===== config.mk =====
export PLATFORM = sky130hd
export DESIGN_NAME = mul_div_unit
export DESIGN_NICKNAME = d
export VERILOG_FILES = /design/src/rtl/mul_div_unit.sv
export SDC_FILE = /design/constraint.sdc
export NUM_CORES = 1
export LEC_CHECK = 0
export ABC_AREA = 1
export ABC_CLOCK_PERIOD_IN_PS = 9200
export CAP_MARGIN = 20
export CORE_UTILIZATION = 40
export CTS_CLUSTER_DIAMETER = 150
export CTS_CLUSTER_SIZE = 25
export DETAILED_ROUTE_END_ITERATION = 7
export GPL_ROUTABILITY_DRIVEN = 0
export PLACE_DENSITY = 0.57
export SYNTH_ARGS = -nofsm -noshare
export SYNTH_HDL_FRONTEND = slang
export SYNTH_SLANG_ARGS = --single-unit

===== constraint.sdc =====
create_clock -name clk -period 9.2 [get_ports clk]
set_input_delay 0.92 -clock clk [delete_from_list [all_inputs] [get_ports clk]]
set_output_delay 0.92 -clock clk [all_outputs]
set_load 0.02 [all_outputs]

===== src/rtl/mul_div_unit.sv =====
// Multi-cycle RV32M multiply/divide unit: one iteration per cycle, registered result with done pulse.
// Optional MULDIV_FAST_MUL_EN: multiplies use a single-cycle product and skip the iterative phase.
module mul_div_unit #(
    parameter int unsigned WIDTH = 32
) (
    input  logic             clk,
    input  logic             rst,
    input  logic             start,
    input  logic             flush,
    input  logic [2:0]       op,
    input  logic [WIDTH-1:0] a,
    input  logic [WIDTH-1:0] b,
    output logic             ready,
    output logic             done,
    output logic [WIDTH-1:0] out,
    output logic             zero
);

    localparam int unsigned CW = $clog2(WIDTH);
    localparam logic [WIDTH-1:0] MIN_VAL = {1'b1, {(WIDTH-1){1'b0}}};

    localparam logic [2:0] OP_MUL    = 3'd0;
    localparam logic [2:0] OP_MULH   = 3'd1;
    localparam logic [2:0] OP_MULHSU = 3'd2;
    localparam logic [2:0] OP_MULHU  = 3'd3;
    localparam logic [2:0] OP_DIV    = 3'd4;
    localparam logic [2:0] OP_DIVU   = 3'd5;
    localparam logic [2:0] OP_REM    = 3'd6;
    localparam logic [2:0] OP_REMU   = 3'd7;

    typedef enum logic [1:0] {IDLE, CALC, FIN} state_t;

    state_t           state, state_nx;
    logic [CW-1:0]    cnt, cnt_nx;
    logic [2:0]       op_q, op_nx;
    logic             neg_q, neg_nx;
    logic [WIDTH-1:0] hi_q, hi_nx, lo_q, lo_nx, opb_q, opb_nx;
    logic             ready_nx, done_nx, zero_nx;
    logic [WIDTH-1:0] out_nx;

    logic             signed_a, signed_b, a_neg, b_neg, is_div, special;
    logic [WIDTH-1:0] mag_a, mag_b;
    logic [WIDTH:0]   mul_sum, div_trial;
    logic [2*WIDTH-1:0] prod_abs, prod_fin;
    logic [WIDTH-1:0] quo_fin, rem_fin, res;

    // Operand conditioning at the accept edge: magnitudes and short-circuit detection
    always_comb begin
        signed_a = (op == OP_MULH) || (op == OP_MULHSU) || (op == OP_DIV) || (op == OP_REM);
        signed_b = (op == OP_MULH) || (op == OP_DIV) || (op == OP_REM);
        a_neg    = signed_a & a[WIDTH-1];
        b_neg    = signed_b & b[WIDTH-1];
        mag_a    = a_neg ? (~a + WIDTH'(1)) : a;
        mag_b    = b_neg ? (~b + WIDTH'(1)) : b;
        is_div   = op[2];
        special  = is_div && ((b == '0) || (!op[0] && (a == MIN_VAL) && (b == '1)));
    end

`ifdef MULDIV_FAST_MUL_EN
    logic [2*WIDTH-1:0] fast_prod;
    assign fast_prod = {WIDTH'(0), mag_a} * {WIDTH'(0), mag_b};
`endif

    // One shift-add (multiply, {hi,lo} shifts right) or restoring step (divide, lo is dividend/quotient)
    always_comb begin
        mul_sum   = {1'b0, hi_q} + (lo_q[0] ? {1'b0, opb_q} : {(WIDTH+1){1'b0}});
        div_trial = {hi_q, lo_q[WIDTH-1]} - {1'b0, opb_q};
    end

    // Sign fix-up and result selection in FIN
    always_comb begin
        prod_abs = {hi_q, lo_q};
        prod_fin = neg_q ? (~prod_abs + (2*WIDTH)'(1)) : prod_abs;
        quo_fin  = neg_q ? (~lo_q + WIDTH'(1)) : lo_q;
        rem_fin  = neg_q ? (~hi_q + WIDTH'(1)) : hi_q;
        case (op_q)
            OP_MUL:                       res = prod_fin[WIDTH-1:0];
            OP_MULH, OP_MULHSU, OP_MULHU: res = prod_fin[2*WIDTH-1:WIDTH];
            OP_DIV, OP_DIVU:              res = quo_fin;
            default:                      res = rem_fin;
        endcase
    end

    always_comb begin
        state_nx = state;
        cnt_nx   = cnt;
        op_nx    = op_q;
        neg_nx   = neg_q;
        hi_nx    = hi_q;
        lo_nx    = lo_q;
        opb_nx   = opb_q;
        out_nx   = out;
        zero_nx  = zero;
        done_nx  = 1'b0;

        if (flush) begin
            state_nx = IDLE;
        end else begin
            unique case (state)
                IDLE: begin
                    if (start && ready) begin
                        op_nx    = op;
                        cnt_nx   = CW'(WIDTH-1);
                        state_nx = CALC;
                        hi_nx    = '0;
                        case (op)
                            OP_MULH:   neg_nx = a_neg ^ b_neg;
                            OP_MULHSU: neg_nx = a_neg;
                            OP_DIV:    neg_nx = a_neg ^ b_neg;
                            OP_REM:    neg_nx = a_neg;
                            default:   neg_nx = 1'b0;
                        endcase
                        if (is_div) begin
                            lo_nx  = mag_a;
                            opb_nx = mag_b;
                        end else begin
                            lo_nx  = mag_b;
                            opb_nx = mag_a;
                        end
                        // Precomputed results land in the quotient (lo) and remainder (hi) slots
                        if (special) begin
                            state_nx = FIN;
                            neg_nx   = 1'b0;
                            if (b == '0) begin
                                lo_nx = '1;
                                hi_nx = a;
                            end else begin
                                lo_nx = MIN_VAL;
                                hi_nx = '0;
                            end
                        end
`ifdef MULDIV_FAST_MUL_EN
                        else if (!is_div) begin
                            {hi_nx, lo_nx} = fast_prod;
                            state_nx       = FIN;
                        end
`endif
                    end
                end
                CALC: begin
                    if (op_q[2]) begin
                        if (!div_trial[WIDTH]) begin
                            hi_nx = div_trial[WIDTH-1:0];
                            lo_nx = {lo_q[WIDTH-2:0], 1'b1};
                        end else begin
                            hi_nx = {hi_q[WIDTH-2:0], lo_q[WIDTH-1]};
                            lo_nx = {lo_q[WIDTH-2:0], 1'b0};
                        end
                    end else begin
                        hi_nx = mul_sum[WIDTH:1];
                        lo_nx = {mul_sum[0], lo_q[WIDTH-1:1]};
                    end
                    if (cnt == '0) state_nx = FIN;
                    else           cnt_nx   = cnt - CW'(1);
                end
                FIN: begin
                    out_nx   = res;
                    zero_nx  = ~|res;
                    done_nx  = 1'b1;
                    state_nx = IDLE;
                end
                default: state_nx = IDLE;
            endcase
        end

        // ready stays low through the done cycle so a start there is not taken
        ready_nx = (state_nx == IDLE) && !done_nx;
    end

    always_ff @(posedge clk or posedge rst) begin
        if (rst) begin
            state <= IDLE;
            cnt   <= '0;
            op_q  <= '0;
            neg_q <= 1'b0;
            hi_q  <= '0;
            lo_q  <= '0;
            opb_q <= '0;
            ready <= 1'b1;
            done  <= 1'b0;
            out   <= '0;
            zero  <= 1'b1;
        end else begin
            state <= state_nx;
            cnt   <= cnt_nx;
            op_q  <= op_nx;
            neg_q <= neg_nx;
            hi_q  <= hi_nx;
            lo_q  <= lo_nx;
            opb_q <= opb_nx;
            ready <= ready_nx;
            done  <= done_nx;
            out   <= out_nx;
            zero  <= zero_nx;
        end
    end

endmodule


==> results of run 1 <==
## routing by layer
metal	up-vias	GRT usage, %	routed length, um
li1	9855	-	-
met1	9573	47.1	32200
met2	1164	50.2	31100
met3	161	5.80	7790
met4	2	16.3	3710
met5	-	0	8
## cell families (layout without fill, tap and decap cells)
| group | count (synthesis) | after routing |
|---|---|---|
| AND/OR/NAND/NOR | 1695 | 1695 |
| AO/OA/AOI/OAI | 538 | 538 |
| buffers and inverters | 468 | 510 |
| flip-flops | 142 | 142 |
| XOR/XNOR | 103 | 103 |
| adder cells (fa/ha/maj) | 72 | 72 |
## area by class of cell
type                            instances  area (um^2)
Fill cell                            4689        23000
Timing Repair Buffer                  121         1170
Tap cell                              577          722
Clock buffer                           17          425
Sequential cell                       142         3560
Clock inverter                         15          204
Multi-Input combinational cell       2408        12000
Inverter                              357         1350
## synth_stat cells (6+ instances only)
cell type,instances
dfrtp_1,140
o221ai_1,11
clkbuf_1,68
or2_2,24
a21o_1,6
ha_1,70
o211ai_1,21
nor4_1,18
clkinv_1,8
o31ai_1,7
nand2_1,939
buf_2,26
xnor2_1,18
o21ai_1,19
buf_1,8
nand3_1,253
nand4_1,38
inv_2,9
o21ai_0,193
nor2_1,339
a22oi_1,26
nor3_1,32
xor2_1,85
nand2_2,12
o21bai_1,15
a21oi_1,208
nor2_2,15
inv_1,340
nand3b_1,14
## worst min-delay path by stage
stage               startpoint      end  slack (ns)  cells after the start
finish                    zero     zero        0.48                      2
detailed placement     out[17]  out[17]        0.46                      2
floorplan               cnt[4]   cnt[4]        0.45                      2
CTS                    out[17]  out[17]        0.48                      2
global route              zero     zero        0.49                      2
global placement        out[1]   out[1]        0.46                      2
## critical path, delay by kind of cell (launching register included)
| kind | cells | cell delay (ns) |
|---|---|---|
| AO/OA/AOI/OAI | 1 | 0.23 |
| buffers and inverters | 2 | 1.63 |
| flip-flops | 1 | 0.55 |
| AND/OR/NAND/NOR | 9 | 1.38 |
## registers in the layout (all words and copies together) (netlist names)
| signal | count |
|---|---|
| opb_q | 32 |
| state | 2 |
| out | 32 |
| hi_q | 32 |
| lo_q | 32 |
| neg_q | 1 |
| op_q | 3 |
| cnt | 5 |
| ready | 1 |
| zero | 1 |
| done | 1 |
## power breakdown
group | switching, uW | total (uW) | leakage, uW | internal (uW)
sequential | 314 | 1080 | 0.00176 | 764
combinational | 2090 | 3050 | 0.00752 | 960
clock | 332 | 769 | 0.000298 | 437
total | 2740 | 4900 | 0.00958 | 2160
## stage by stage
step	total power (uW)	cell area [um^2]	std cells	util, %
3_3_place_gp	4000	18800	3605	44.3
3_5_place_dp	4030	18800	3605	44.3
4_1_cts	4810	19400	3637	45.8
5_1_grt	5250	19400	3637	45.8
2_1_floorplan	3080	17400	3018	-
6_report	4900	19400	3637	45.8
==> summary.txt, run 1 <==
Status -> finished clean
Critical path startpoint -> op_q[2]
Htree depth -> 4
Hold Violations, Final -> 0
Reg-to-Reg End -> zero
Post-synth EDFFs -> 0
Crit Path Category -> register to register
Final clock skew -> 0.0129 ns
Die Area -> 0.0443 mm^2
1st-iter DRT viols -> 2291
Reg clk slew, reported paths -> 0.07 ns
Vias in the first global route -> 19247
Max transition margin -> 27.9%
Register area share after synthesis -> 20.5%
DRT Pass-1 Iters -> 6
Clock latency on the worst-skew pair -> 0.47 ns
CP Capture Type -> register
Final Routed Wirelength -> 74800 um
IO Port Bufs -> 105
Synth Cell Area -> 0.0174 mm^2
Min-Delay Path Class -> register to register
Crit Reg-Reg Startpoint -> op_q[2]
First-pass GRT wire length -> 114000 um
CP cell instances -> buf_4 -> nand2_1 -> inv_1 -> a31oi_1 -> nand2_1 -> nand2_1 -> nand2_1 -> nor2_1 -> nand2_1 -> nor2_1 -> nand2_1 -> nand2_1
Top_reg_cell synth -> dfrtp_1
Fin crit share -> 42.6%
Pre-CTS setup slack -> 4.99 ns
PostCTS Resize Cnt -> 0
Yosys warns -> 0
Period minus WS final -> 3.92 ns
Worst-margin pin slew -> 1.08 ns
Peak Freq -> 255 MHz
Clock buffer depth -> 2
Final HPWL DP -> 59100 um
Gr usage total -> 33.8%
Critical path arrival -> 4.32 ns
Root Buffer -> clkbuf_16
Startpoint types -> register
Synth area leaders -> nand2_1 20%, dfrtp_1 20%, inv_1 7.3%
Postcts setup bufs -> 0
Clock sinks -> 142
Vias -> 20755
Largest net degree at the start of global routing -> 98
Yosys cell types -> 51
R2r worst-path depth -> 12
Crit path capture -> zero
Post-synthesis mux area share -> 0%
Area leader, netlist -> nand2_1
Layout Nets -> 3190
Main combinational cell family by area after synthesis -> simple AND/OR/NAND/NOR gates
Post-synth top area share -> 20.3%
PwrDens -> 252 mW/mm^2
Synthesized flop and latch total -> 142
Syn_nets -> 3161
Max IR drop VDD -> 0.165 mV
Core box area -> 0.0424 mm^2
RSZ-0062 raised after global routing -> false
Post-synthesis xor/xnor area fraction -> 5.19%
Worst hold slack -> 0.479 ns
FF-to-FF setup slack -> 5.28 ns
Number of CTS-inserted buffers -> 17
Worst-path fanout max -> 76
Share of layout cells above drive strength 1 -> 4.54%
CP max stage delay -> 0.91 ns
Initial Utilization -> 40.9%
CTS tree -> built
Fin Setup TNS -> 0 ns
Die width -> 210 um
Final setup vio count -> 0
Complex-gate fraction of the synthesized area -> 17.4%
Hold_buf cts -> 0
Worst EP required -> 9.59 ns
Setup slack after layout -> 5.28 ns
GRT Residual Overflow -> 0
DRC errors left -> 0
Row cnt -> 75
Remaining antenna violation count -> 0
Simple-gate area share of the yosys netlist -> 41.0%
CP most frequent cell -> nand2_1
Final Max Slew Viols -> 0
Synth Area in Adders -> 5.27%
DR vias/cell -> 5.71
Initial antenna violation count -> 1
Worst path slowest cell -> inv_1
Leak -> 0.00958 uW
Die Y -> 210 um
DR WL/cell -> 20.6 um
Syn Area/Cell -> 5.75 um^2
Diodes inserted -> 0
Gate Count Post-Synth -> 3018
Commonest non-fill, non-tap cell in the layout -> nand2_1
Commonest non-fill, non-tap cells in the layout -> 938 x nand2_1, 338 x nor2_1, 338 x inv_1, 252 x nand3_1, 206 x a21oi_1
Area delta synth->final -> 11.9%
Max Cap Viol -> 0
I/O Pins -> 106
Post-synth ARST share -> 100%
Power figures use the tool's default switching activity.
==> inputs of run 2 (changes only) <==
--- a/config.mk
+++ b/config.mk
@@ -6,14 +6,14 @@
 export NUM_CORES = 1
 export LEC_CHECK = 0
 export ABC_AREA = 1
-export ABC_CLOCK_PERIOD_IN_PS = 9200
+export ABC_CLOCK_PERIOD_IN_PS = 3300
 export CAP_MARGIN = 20
 export CORE_UTILIZATION = 40
 export CTS_CLUSTER_DIAMETER = 150
 export CTS_CLUSTER_SIZE = 25
 export DETAILED_ROUTE_END_ITERATION = 7
 export GPL_ROUTABILITY_DRIVEN = 0
-export PLACE_DENSITY = 0.57
+export PLACE_DENSITY = 0.6
 export SYNTH_ARGS = -nofsm -noshare
 export SYNTH_HDL_FRONTEND = slang
 export SYNTH_SLANG_ARGS = --single-unit
==> constraint.sdc (replaced) <==
create_clock -name clk -period 3.3 [get_ports clk]
set_input_delay 0.33 -clock clk [delete_from_list [all_inputs] [get_ports clk]]
set_output_delay 0.33 -clock clk [all_outputs]
set_load 0.02 [all_outputs]
==> run 2 against run 1 <==
Cell count is 1.8% higher. Clock power grew to 2.8 times the previous value. Sequential cell count unchanged. Critical path depth up 1. Power rose to 2.8 times the previous value. Largest cell class unchanged.
==> summary.txt, run 2 (same netlist as run 1, synthesis figures left out) <==
R2r worst-path depth -> 18
Hold Violations, Final -> 0
Min-Delay Path Class -> input port to asynchronous set/reset pin
Area delta synth->final -> 15.1%
CP most frequent cell -> nand3_1
PnR Total Power -> 14000 uW
Max IR drop VDD -> 0.516 mV
Critical path arrival -> 3.45 ns
Initial antenna violation count -> 0
Initial Utilization -> 40.9%
CTS tree -> built
Clock latency on the worst-skew pair -> 0.48 ns
Worst path slowest cell -> xor2_1
Worst hold slack -> 0.341 ns
Commonest non-fill, non-tap cells in the layout -> 938 x nand2_1, 338 x nor2_1, 338 x inv_1, 252 x nand3_1, 206 x a21oi_1
Max Cap Viol -> 0
IO Port Bufs -> 105
Final setup vio count -> 0
Startpoint types -> input port
Sequential power share -> 20.1%
Clock sinks -> 142
Vias -> 20836
Hold_buf cts -> 0
Final Routed Wirelength -> 74800 um
Switching power -> 7670 uW
DR vias/cell -> 5.63
Clock buffer depth -> 2
PostCTS Resize Cnt -> 0
Worst-path fanout max -> 6
Comb pwr share -> 64.7%
Die Area -> 0.0443 mm^2
Largest net degree at the start of global routing -> 84
Reg-to-Reg End -> hi_q[15]
Fin Setup TNS -> 0 ns
DRT Pass-1 Iters -> 6
DR WL/cell -> 20.2 um
Final clock skew -> 0.0227 ns
Clock power share -> 15.2%
Die Y -> 210 um
Sw frac -> 54.9%
Status -> finished clean
Final Max Slew Viols -> 0
Reg clk slew, reported paths -> 0.07 ns
CP cell instances -> clkdlybuf4s50_1 -> inv_1 -> ha_1 -> nand3_1 -> nor2_1 -> nand3_1 -> nor3_1 -> a21oi_1 -> xor2_1 -> nand3_1 -> o21ai_1 -> nand2_1 -> a21oi_1
Worst EP required -> 3.71 ns
Peak Freq -> 329 MHz
Layout Nets -> 3255
GRT Residual Overflow -> 0
DRC errors left -> 0
Period minus WS final -> 3.04 ns
Crit Path Category -> input port to register
Remaining antenna violation count -> 0
Final HPWL DP -> 60000 um
Vias in the first global route -> 19206
First-pass GRT wire length -> 113000 um
Die width -> 210 um
Row cnt -> 75
Commonest non-fill, non-tap cell in the layout -> nand2_1
I/O Pins -> 106
Leak -> 0.00993 uW
1st-iter DRT viols -> 2709
Max transition margin -> 43.4%
CP Capture Type -> register
Number of CTS-inserted buffers -> 17
Crit Reg-Reg Startpoint -> opb_q[0]
CP max stage delay -> 0.56 ns
Worst-margin pin slew -> 0.848 ns
Diodes inserted -> 0
RSZ-0062 raised after global routing -> false
Htree depth -> 4
P_int -> 6290 uW
Final Util -> 47.1%
Share of layout cells above drive strength 1 -> 6.56%
FF-to-FF setup slack -> 0.30 ns
Root Buffer -> clkbuf_16
PwrDens -> 698 mW/mm^2
Gr usage total -> 33.7%
Core box area -> 0.0424 mm^2
Postcts setup bufs -> 0
Fin crit share -> 92.2%
-- run 2: cell count changes in the layout (fill, tap and decap cells not counted), moves of 2 or more --
| cell | change |
|---|---|
| buf_4 | +58 |
| buf_12 | +7 |
| inv_6 | -3 |
| clkbuf_8 | +2 |
-- run 2: area by class of cell --
| class | instances | area, um^2 |
|---|---|---|
| flip-flops and latches | 142 | 3560 |
| well taps | 577 | 722 |
| clock buffers | 19 | 453 |
| repair buffers | 186 | 1750 |
| clock inverters | 13 | 176 |
| fillers | 4587 | 22400 |
| multi-input cells | 2408 | 12000 |
| inverters | 357 | 1340 |
-- run 2: routing by layer --
layer | share of wire [%] | GRT usage [%]
met1 | 43 | 46.5
met2 | 41 | 49.3
met3 | 11 | 6.90
met4 | 5.3 | 17.5
met5 | 0 | 0
-- run 2: critical path: cells and delay by family --
family          cells  cell delay (ns)
simple gates        6             1.29
compound gates      3             0.37
xor+xnor            1             0.56
buf+inv             2             0.71
fa+ha+maj           1             0.18
-- run 2: worst max-delay path by stage --
stage,startpoint,end,depth (start not counted)
2_1_floorplan,lo_q[0],hi_q[19],23
3_3_place_gp,a[1],lo_q[30],13
3_5_place_dp,a[1],lo_q[30],13
4_1_cts,lo_q[0],hi_q[15],18
5_1_grt,lo_q[0],hi_q[19],21
6_report,a[1],lo_q[28],13
-- run 2: power groups by stage --
stage	sequential, uW	combinational [uW]	clock (uW)
2_1_floorplan	2560	6020	0
3_3_place_gp	2780	8600	0
3_5_place_dp	2790	8690	0
4_1_cts	2750	8730	2150
5_1_grt	2820	9870	2210
6_report	2810	9030	2120
-- run 2: metrics by stage --
stage | cells | worst slack [ns] | cell area [um^2]
2_1_floorplan | 3018 | 0.563 | 17400
3_3_place_gp | 3670 | -0.0508 | 19400
3_5_place_dp | 3670 | -0.00536 | 19400
4_1_cts | 3702 | 0.278 | 20000
5_1_grt | 3702 | 0.0237 | 20000
6_report | 3702 | 0.258 | 20000
